<file path="config.mk">
export PLATFORM = sky130hd
export DESIGN_NAME = profile_sweep_ctrl
export DESIGN_NICKNAME = d
export VERILOG_FILES = /design/src/rtl/profile_sweep_ctrl_pkg.sv /design/src/rtl/profile_sweep_ctrl_index_counter.sv /design/src/rtl/profile_sweep_ctrl.sv
export SDC_FILE = /design/constraint.sdc
export NUM_CORES = 1
export LEC_CHECK = 0
export ABC_AREA = 1
export CELL_PAD_IN_SITES_DETAIL_PLACEMENT = 0
export CELL_PAD_IN_SITES_GLOBAL_PLACEMENT = 2
export CORE_UTILIZATION = 14
export CTS_CLUSTER_DIAMETER = 60
export DETAILED_ROUTE_END_ITERATION = 6
export PLACE_DENSITY = 0.95
export SYNTH_ARGS = -nofsm -noshare
export SYNTH_HDL_FRONTEND = slang
export SYNTH_SLANG_ARGS = --single-unit
</file>
<file path="constraint.sdc">
create_clock -name clk -period 2.8 [get_ports clk]
set_clock_uncertainty 0.15 [all_clocks]
set_input_delay 0.56 -clock clk [delete_from_list [all_inputs] [get_ports clk]]
set_output_delay 0.56 -clock clk [all_outputs]
set_load 0.02 [all_outputs]
</file>
<file path="src/rtl/profile_sweep_ctrl_pkg.sv">
// Shared types and constants for the profile sweep controller and its index counter.
package profile_sweep_ctrl_pkg;

    localparam int NUM_BINS = 8;
    localparam int SEL_W    = 3;

    typedef enum logic [1:0] {
        ST_IDLE,
        ST_RUN,
        ST_FLUSH,
        ST_READ
    } state_t;

endpackage

</file>
<file path="src/rtl/profile_sweep_ctrl_index_counter.sv">
// Nested bin/profiler counter for the readout sweep; bin is the fast index.
module sweep_index_counter
    import profile_sweep_ctrl_pkg::*;
#(
    parameter int NUM_PROF = 4,
    parameter int P_W      = 2
) (
    input  logic             clk,
    input  logic             reset,
    input  logic             clear,
    input  logic             advance,
    output logic [SEL_W-1:0] bin_idx,
    output logic [P_W-1:0]   prof_idx,
    output logic             last
);

    localparam logic [SEL_W-1:0] BIN_MAX  = SEL_W'(NUM_BINS - 1);
    localparam logic [P_W-1:0]   PROF_MAX = P_W'(NUM_PROF - 1);

    // NOTE: reset is sampled on the clock edge here, so it sits inside the clocked branch
    // rather than in the sensitivity list.
    always_ff @(posedge clk) begin
        if (reset || clear) begin
            bin_idx  <= '0;
            prof_idx <= '0;
        end else if (advance) begin
            if (bin_idx == BIN_MAX) begin
                bin_idx  <= '0;
                prof_idx <= (prof_idx == PROF_MAX) ? '0 : prof_idx + 1'b1;
            end else begin
                bin_idx <= bin_idx + 1'b1;
            end
        end
    end

    assign last = (bin_idx == BIN_MAX) && (prof_idx == PROF_MAX);

endmodule

</file>
<file path="src/rtl/profile_sweep_ctrl.sv">
// Starts and stops a bank of 8-bin profilers, then streams every count out
// profiler-major, bin-minor over a valid/ready port.
module profile_sweep_ctrl
    import profile_sweep_ctrl_pkg::*;
#(
    parameter int NUM_PROF = 4,
    parameter int CNT_W    = 32
) (
    input  logic                      clk,
    input  logic                      reset,
    input  logic                      cmd_start,
    input  logic                      cmd_stop,
    output logic                      busy,
    output logic                      done,
    output logic [NUM_PROF-1:0]       prof_start,
    output logic [SEL_W-1:0]          prof_sel,
    input  logic [NUM_PROF*CNT_W-1:0] prof_count,
    output logic                      out_valid,
    input  logic                      out_ready,
    output logic [CNT_W-1:0]          out_data,
    output logic                      out_last
);

    localparam int P_W = (NUM_PROF > 1) ? $clog2(NUM_PROF) : 1;

    state_t           state;
    logic             xfer;
    logic             idx_last;
    logic [SEL_W-1:0] bin_idx;
    logic [P_W-1:0]   prof_idx;

    assign xfer = out_valid && out_ready;

    sweep_index_counter #(
        .NUM_PROF (NUM_PROF),
        .P_W      (P_W)
    ) u_index (
        .clk      (clk),
        .reset    (reset),
        .clear    (state == ST_FLUSH),
        .advance  (xfer),
        .bin_idx  (bin_idx),
        .prof_idx (prof_idx),
        .last     (idx_last)
    );

    // NOTE: every register in this block uses <= so all of them see the
    // pre-edge values, whatever order the assignments are written in.
    always_ff @(posedge clk) begin
        if (reset) begin
            state      <= ST_IDLE;
            busy       <= 1'b0;
            done       <= 1'b0;
            prof_start <= '0;
            out_valid  <= 1'b0;
        end else begin
            done <= 1'b0;
            case (state)
                ST_IDLE: begin
                    if (cmd_start) begin
                        state      <= ST_RUN;
                        busy       <= 1'b1;
                        prof_start <= '1;
                    end
                end
                ST_RUN: begin
                    if (cmd_stop) begin
                        state      <= ST_FLUSH;
                        prof_start <= '0;
                    end
                end
                // One idle cycle lets the last in-flight increment land before readout.
                ST_FLUSH: begin
                    state     <= ST_READ;
                    out_valid <= 1'b1;
                end
                ST_READ: begin
                    if (xfer && idx_last) begin
                        state     <= ST_IDLE;
                        busy      <= 1'b0;
                        out_valid <= 1'b0;
                        done      <= 1'b1;
                    end
                end
                default: begin
                    state      <= ST_IDLE;
                    busy       <= 1'b0;
                    prof_start <= '0;
                    out_valid  <= 1'b0;
                end
            endcase
        end
    end

    assign prof_sel = (state == ST_READ) ? bin_idx : '0;
    assign out_last = out_valid && idx_last;

    // NOTE: the default assignment first keeps this block free of latches.
    always_comb begin
        out_data = '0;
        for (int i = 0; i < NUM_PROF; i++) begin
            if (prof_idx == P_W'(i)) begin
                out_data = prof_count[i*CNT_W +: CNT_W];
            end
        end
    end

endmodule
</file>
==> key figures, run 1 <==
Outcome
  • Outcome: complete, no violations

Global route
  • M2 GR Usage: between 20% and 30%
  • Vias in the first global route: around 2,600
  • Top Usage Layer GRT: met2
  • Global route overflow: 0
  • Total track usage: ~12%
  • First-pass GRT wire length: roughly 13 mm
  • Largest net degree at the start of global routing: 33
  • Global routing met1 resource utilization: between 10% and 20%
  • Initial antenna violation count: 1
  • Met3 usage: a little over 2%

Yosys
  • Yosys cell types: 20
  • Ys async rst share: 0%
  • Top FF cell, synth: dfxtp_1
  • Mean Syn Cell Area: 5.41 µm²
  • Post-synth top area share: 23.1%
  • Yosys warning count: 0
  • Gate count after technology mapping: 340
  • Seq cells post-synth: 11
  • Synth area leader: nand2_1
  • Most common cell in the netlist: nand2_1
  • EDFF count, synth: 0
  • Commonest cells in the netlist: nand2_1 (113), a21oi_1 (58), nor2_1 (43)
  • Synth Net Count: 483
  • Synth area leaders: nand2_1 (23%), a21oi_1 (16%), dfxtp_1 (12%), nor2_1 (8.8%), o21ai_1 (8.2%)
  • Mapped cell area: around 0.0018 mm²
  • Seq/Total Area, Yosys: a little under an eighth

STA
  • Tightest Pin Transition: around 0.26 ns
  • RSZ-0062 raised after global routing: false
  • Peak Freq: 374 MHz
  • Final WS setup: roughly 0.13 ns
  • Fin crit share: between 90% and 100%
  • Setup violators final: 0
  • Final hold vios: 0
  • Fin crit period: 2.67 ns
  • Rel. slew slack: ~83%
  • Pins Over Slew Limit: 0

Pwr
  • Peak supply drop: 0.200 mV
  • Total power: around 1.1 mW
  • Sw Pwr: ~390 µW
  • Internal: between 700 and 800 µW
  • Combinational Power Share: 55.6%
  • Clk pwr share: about a quarter
  • Pwr Density: between 200 and 300 mW/mm²
  • Switching share of power: between 30% and 40%
  • Leak: 1.67 nW
  • Sequential share of power: 20.5%

Clock tree
  • Clock Path Buffers: 2
  • Reg clk slew, reported paths: 0.04 ns
  • # clock sinks: 11
  • TritonCTS clock tree: built
  • Clk_lat worst skew: 0.24 ns
  • CTS buffer count: 3
  • H-Tree Depth: 1
  • Post-CTS Hold Fix Bufs: 0
  • Clk root buf: clkbuf_16

Floorplanning
  • Chip height: 117 µm
  • Num rows: 41
  • Starting density of the core: 14.5%
  • Die area: approximately 0.014 mm²
  • CORE AREA: 0.0127 mm²
  • IO Pins: between 150 and 200
  • Die W: between 100 and 150 µm

Worst setup path
  • Critical Path Source Type: flop
  • Crit-path max FO: 10
  • Worst Setup End Kind: primary output
  • Worst EP arrival: between 1.5 and 2 ns
  • CP required: roughly 2.1 ns
  • CP endpoint: out_data[25]
  • Worst r2r path cells: 7
  • Critical Path Source: u_index.prof_idx[0]$_SDFFE_PP0P_
  • R2r startpoint: u_index.prof_idx[0]$_SDFFE_PP0P_
  • Crit path kind: reg -> out
  • Flop-to-flop setup slack: between 1 and 1.5 ns
  • Critical R2R Capture: state[0]$_SDFFE_PP0P_

Cells and area
  • Share of cells above drive strength 1: just over 8%
  • Multi-input combinational cell area: roughly 0.0014 mm²
  • Sequential cell area: 220 µm²
  • Fin nets: 650
  • Area Growth Syn to Fin: 110%
  • Filler cell count: around 1,400

Route
  • 1st-iter DRT viols: 94
  • Pre-antenna DRT Iters: 4
  • Post-route ant nets: 0
  • DRT Wirelength: roughly 8.9 mm
  • Via count: about 2,700
  • WL per Instance: between 10 and 15 µm
  • Detailed-route DRC error count: 0
  • Vias per cell: 4.03

Hold path
  • Hold crit path type: reg -> reg

Place
  • Post-DP HPWL: about 7.1 mm
  • Place WS: -0.0883 ns
  • RePlAce Congestion: ~0.84
  • Buffers on Ports: between 150 and 200

Flow run
  • Total of max-cap violations: 0
power by group through the flow:
stage / clock network, mW / registers, mW / logic (mW)
after floorplan: 0 / 0.244 / 0.293
after global placement: 0 / 0.227 / 0.624
after detailed placement: 0 / 0.230 / 0.636
after CTS: 0.267 / 0.228 / 0.621
after global routing: 0.280 / 0.233 / 0.678
final: 0.264 / 0.227 / 0.615
sequential cells by signal, indices dropped and copies added, names as in the netlist:
signal	count
out_valid	1
busy	1
done	1
prof_start	1
u_index.prof_idx	2
u_index.bin_idx	3
state	2
worst min path at each step:
| stage | start | endpoint | slack (ns) | cells past startpoint |
|---|---|---|---|---|
| global route | prof_start[2]$_SDFFE_PP0P_ | prof_start[2]$_SDFFE_PP0P_ | 0.36 | 2 |
| global placement | busy$_SDFFE_PP0P_ | busy$_SDFFE_PP0P_ | 0.32 | 2 |
| floorplan | u_index.bin_idx[2]$_SDFFE_PP0P_ | u_index.bin_idx[2]$_SDFFE_PP0P_ | 0.31 | 2 |
| CTS | prof_start[2]$_SDFFE_PP0P_ | prof_start[2]$_SDFFE_PP0P_ | 0.34 | 2 |
| detailed placement | prof_start[2]$_SDFFE_PP0P_ | prof_start[2]$_SDFFE_PP0P_ | 0.33 | 2 |
| finish | prof_start[2]$_SDFFE_PP0P_ | prof_start[2]$_SDFFE_PP0P_ | 0.34 | 2 |
cells by family (layout without fill, tap and decap cells):
| kind of cell | Yosys count | count (layout) | share of synthesized area [%] |
|---|---|---|---|
| buffers and inverters | 47 | 213 | 14.1 |
| flip-flops | 11 | 11 | 12.0 |
| AO/OA/AOI/OAI | 110 | 110 | 33.5 |
| AND/OR/NAND/NOR | 162 | 162 | 33.7 |
| other | 0 | 1 | 0 |
| adder cells (fa/ha/maj) | 10 | 10 | 6.80 |
cell usage in the layout, fill, tap and decap left out, types with 2 or more instances in the layout:
cell type / Yosys / layout
nand3_1: 2 / 2
clkdlybuf4s15_1: 0 / 6
nand2_2: 2 / 2
o21ai_0: 4 / 4
clkdlybuf4s50_1: 0 / 143
a211oi_1: 2 / 2
dlygate4sd2_1: 0 / 22
dfxtp_1: 11 / 11
a21oi_1: 58 / 58
buf_4: 7 / 7
clkbuf_16: 0 / 3
a21oi_2: 14 / 14
nor2_1: 43 / 43
o21ai_2: 2 / 2
inv_1: 20 / 20
nand2_1: 113 / 113
buf_12: 0 / 7
clkbuf_2: 0 / 4
o21ai_1: 30 / 30
ha_1: 10 / 9
layout make-up:
class / count / share of cell area (%)
inverters: 20 / 1.94
well taps: 172 / 5.57
flip-flops and latches: 11 / 5.70
diodes: 1 / 0.0648
clock buffers: 3 / 1.94
clock inverters: 1 / 0.130
multi-input cells: 282 / 35.5
repair buffers: 189 / 49.1
metrics by stage:
step / hold WS (ns) / util, % / setup TNS (ns) / area (µm²) / cells
finish: 0.336 / 30.4 / 0 / 3860 / 679
global route: 0.360 / 30.3 / 0 / 3860 / 678
CTS: 0.337 / 30.4 / 0 / 3870 / 678
detailed placement: 0.330 / 30.0 / -0.139 / 3820 / 674
global placement: 0.316 / 30.0 / -0.104 / 3820 / 674
floorplan: 0.311 / - / 0 / 1840 / 340
critical path: stages (launching register included):
cell,delay (ns)
dfxtp_1,0.35
inv_1,0.12
ha_1,0.20
buf_4,0.17
buf_12,0.13
nand2_1,0.05
o21ai_1,0.13
nand2_1,0.08
a21oi_2,0.12
dlygate4sd2_1,0.36
metal layers:
metal | share of wire, % | routed length [µm] | vias to the layer above
met1 | 41 | 3650 | 1222
met2 | 52 | 4610 | 81
met5 | 0 | 0 | -
li1 | - | - | 1431
met4 | 0.54 | 48 | 0
met3 | 6.6 | 585 | 4
what timing repair did:
item                                    4_1_cts  5_1_grt
pin swaps                                     0        0
endpoints found under the hold margin         0        0
gates resized for setup                      33       14
buffers inserted                              0        0
endpoints found under the setup margin       32       10
No activity file was read; power rests on OpenSTA's default activity.
==> run 2: changes to the inputs <==
PLACE_DENSITY = 0.86   (was 0.95)
==> run 2 against run 1 <==
Against the previous run: clock power about the same; sequential share of layout area decreased by 0.068 points; sequential cell count unchanged; register-to-register slack improved by 0.03 ns; clock-buffer cell count unchanged; global-route usage increased by 0.22 points; sequential power about the same; via count increased by 0.29%; final area increased by 1.2%; critical path depth decreased by 3; total power increased by 0.42%; cell count unchanged; critical path type unchanged; critical endpoint is now out_data[13]; largest cell class unchanged; largest power group unchanged; highest routed layer unchanged.
==> key figures, run 2 (synthesized netlist as in run 1, its figures left out) <==
Outcome
  • Outcome: complete, no violations

STA
  • Peak Freq: about 370 MHz
  • Hold WS: between 0.3 and 0.4 ns
  • Final hold vios: 0
  • Setup violators final: 0
  • RSZ-0062 raised after global routing: false
  • Final WS setup: between 0.1 and 0.15 ns
  • TNS Setup: 0 ns
  • Fin crit period: 2.69 ns
  • Tightest Pin Transition: between 0.3 and 0.4 ns
  • Rel. slew slack: between 70 and 80%
  • Pins Over Slew Limit: 0
  • Fin crit share: between 90% and 100%

Clock tree
  • Post-CTS Hold Fix Bufs: 0
  • CTS buffer count: 3
  • Reg clk slew, reported paths: 0.04 ns
  • Clk root buf: clkbuf_16
  • TritonCTS clock tree: built
  • Clock Path Buffers: 2
  • Post-CTS Setup Inserts: 0
  • Clk_lat worst skew: 0.24 ns
  • H-Tree Depth: 1
  • # clock sinks: 11

Hold path
  • Hold crit path type: reg -> reg

Worst setup path
  • CP required: around 2.1 ns
  • Worst EP arrival: between 1.5 and 2 ns
  • Worst Setup End Kind: primary output
  • Critical Path Source Type: flop
  • Crit-path max FO: 22
  • Crit path kind: reg -> out

Pwr
  • Pwr Density: about 280 mW/mm²
  • Total power: 1.11 mW
  • Leak: approximately 1.8 nW
  • Peak supply drop: 0.323 mV

Route
  • 1st-iter DRT viols: roughly 100
  • Pre-antenna DRT Iters: 4
  • Via count: 2,746
  • Detailed-route DRC error count: 0
  • WL per Instance: about 13 µm
  • Post-route ant nets: 0
  • Vias per cell: approximately 4.0
  • DRT Wirelength: 9.08 mm

Floorplanning
  • Die W: 117 µm
  • Starting density of the core: 14.5%
  • Num rows: 41
  • Chip height: 117 µm
  • IO Pins: 176
  • CORE AREA: approximately 0.013 mm²
  • Die area: between 0.01 and 0.015 mm²

Place
  • Buffers on Ports: approximately 180
  • Post-DP HPWL: just over 7 mm
  • RePlAce Congestion: ~0.79
  • Place WS: -0.149 ns
  • # placed instances: between 600 and 700
  • DP Area: around 0.0038 mm²

Cells and area
  • Final cell count without fillers: 679
  • Fin area: between 0.003 and 0.004 mm²
  • Commonest non-fill, non-tap cell in the layout: clkdlybuf4s50_1
  • Area Growth Syn to Fin: 113%
  • Largest register FFs: 3
  • Most frequent cells in the layout: clkdlybuf4s50_1 (142), nand2_1 (113), a21oi_1 (58)
  • Fin util: between 30% and 40%
  • Fin nets: 651
  • Top reg by flops: u_index.bin_idx
  • Largest regs: u_index.bin_idx (3), state (2), u_index.prof_idx (2)
  • N_diodes: 0
  • Share of cells above drive strength 1: between 8 and 9%

Global route
  • Initial antenna violation count: 0
  • Total track usage: roughly an eighth
  • First-pass GRT wire length: around 13 mm
  • Global route overflow: 0
  • Vias in the first global route: 2,592
  • Largest net degree at the start of global routing: 31

Flow run
  • Total of max-cap violations: 0
run 2: metal layers:
layer	vias to the layer above	share of wire, %	track usage (%)
li1	1437	-	-
met1	1222	45	15.9
met2	83	49	22.6
met3	4	6.0	1.82
met4	0	0.59	1.77
met5	-	0	0
run 2: critical path: stages, from the launching register on:
cell and delay [ns]:
dfxtp_1 0.41, inv_1 0.11, ha_1 0.24, buf_4 0.24, a21oi_1 0.33, a21oi_2 0.09
dlygate4sd2_1 0.32
run 2: worst paths after layout:
kind,start,end,slack (ns),depth (start not counted)
setup / recovery,u_index.prof_idx[0]$_SDFFE_PP0P_,out_data[13],0.11,6
hold / removal,busy$_SDFFE_PP0P_,busy$_SDFFE_PP0P_,0.32,2
setup reg to reg,u_index.prof_idx[0]$_SDFFE_PP0P_,state[1]$_SDFFE_PP0P_,1.15,7
hold reg to reg,busy$_SDFFE_PP0P_,busy$_SDFFE_PP0P_,0.32,2
run 2: final cells by class:
cell class / count / area (µm²)
Multi-Input combinational cell: 282 / 1370
Clock buffer: 3 / 75.1
Clock inverter: 1 / 5.00
Tap cell: 172 / 215
Inverter: 20 / 75.1
Sequential cell: 11 / 220
Fill cell: 1431 / 8810
Timing Repair Buffer: 190 / 1950
run 2: report_power, final:
group | leakage [nW] | switching (mW) | internal, mW
logic | 1.68 | 0.276 | 0.346
clock network | 0.0409 | 0.0740 | 0.189
registers | 0.0899 | 0.0343 | 0.192
total | 1.81 | 0.384 | 0.727
run 2: what timing repair did:
item                                    4_1_cts  5_1_grt
endpoints found under the hold margin         0        0
gates resized for setup                      16       29
endpoints found under the setup margin       32       21
pin swaps                                     0        0
==> run 3: changes to the inputs <==
TNS_END_PERCENT = 5   (was default)
==> results of run 3 <==
Same layout as run 2: the final DEF is identical, and so are final timing and power.
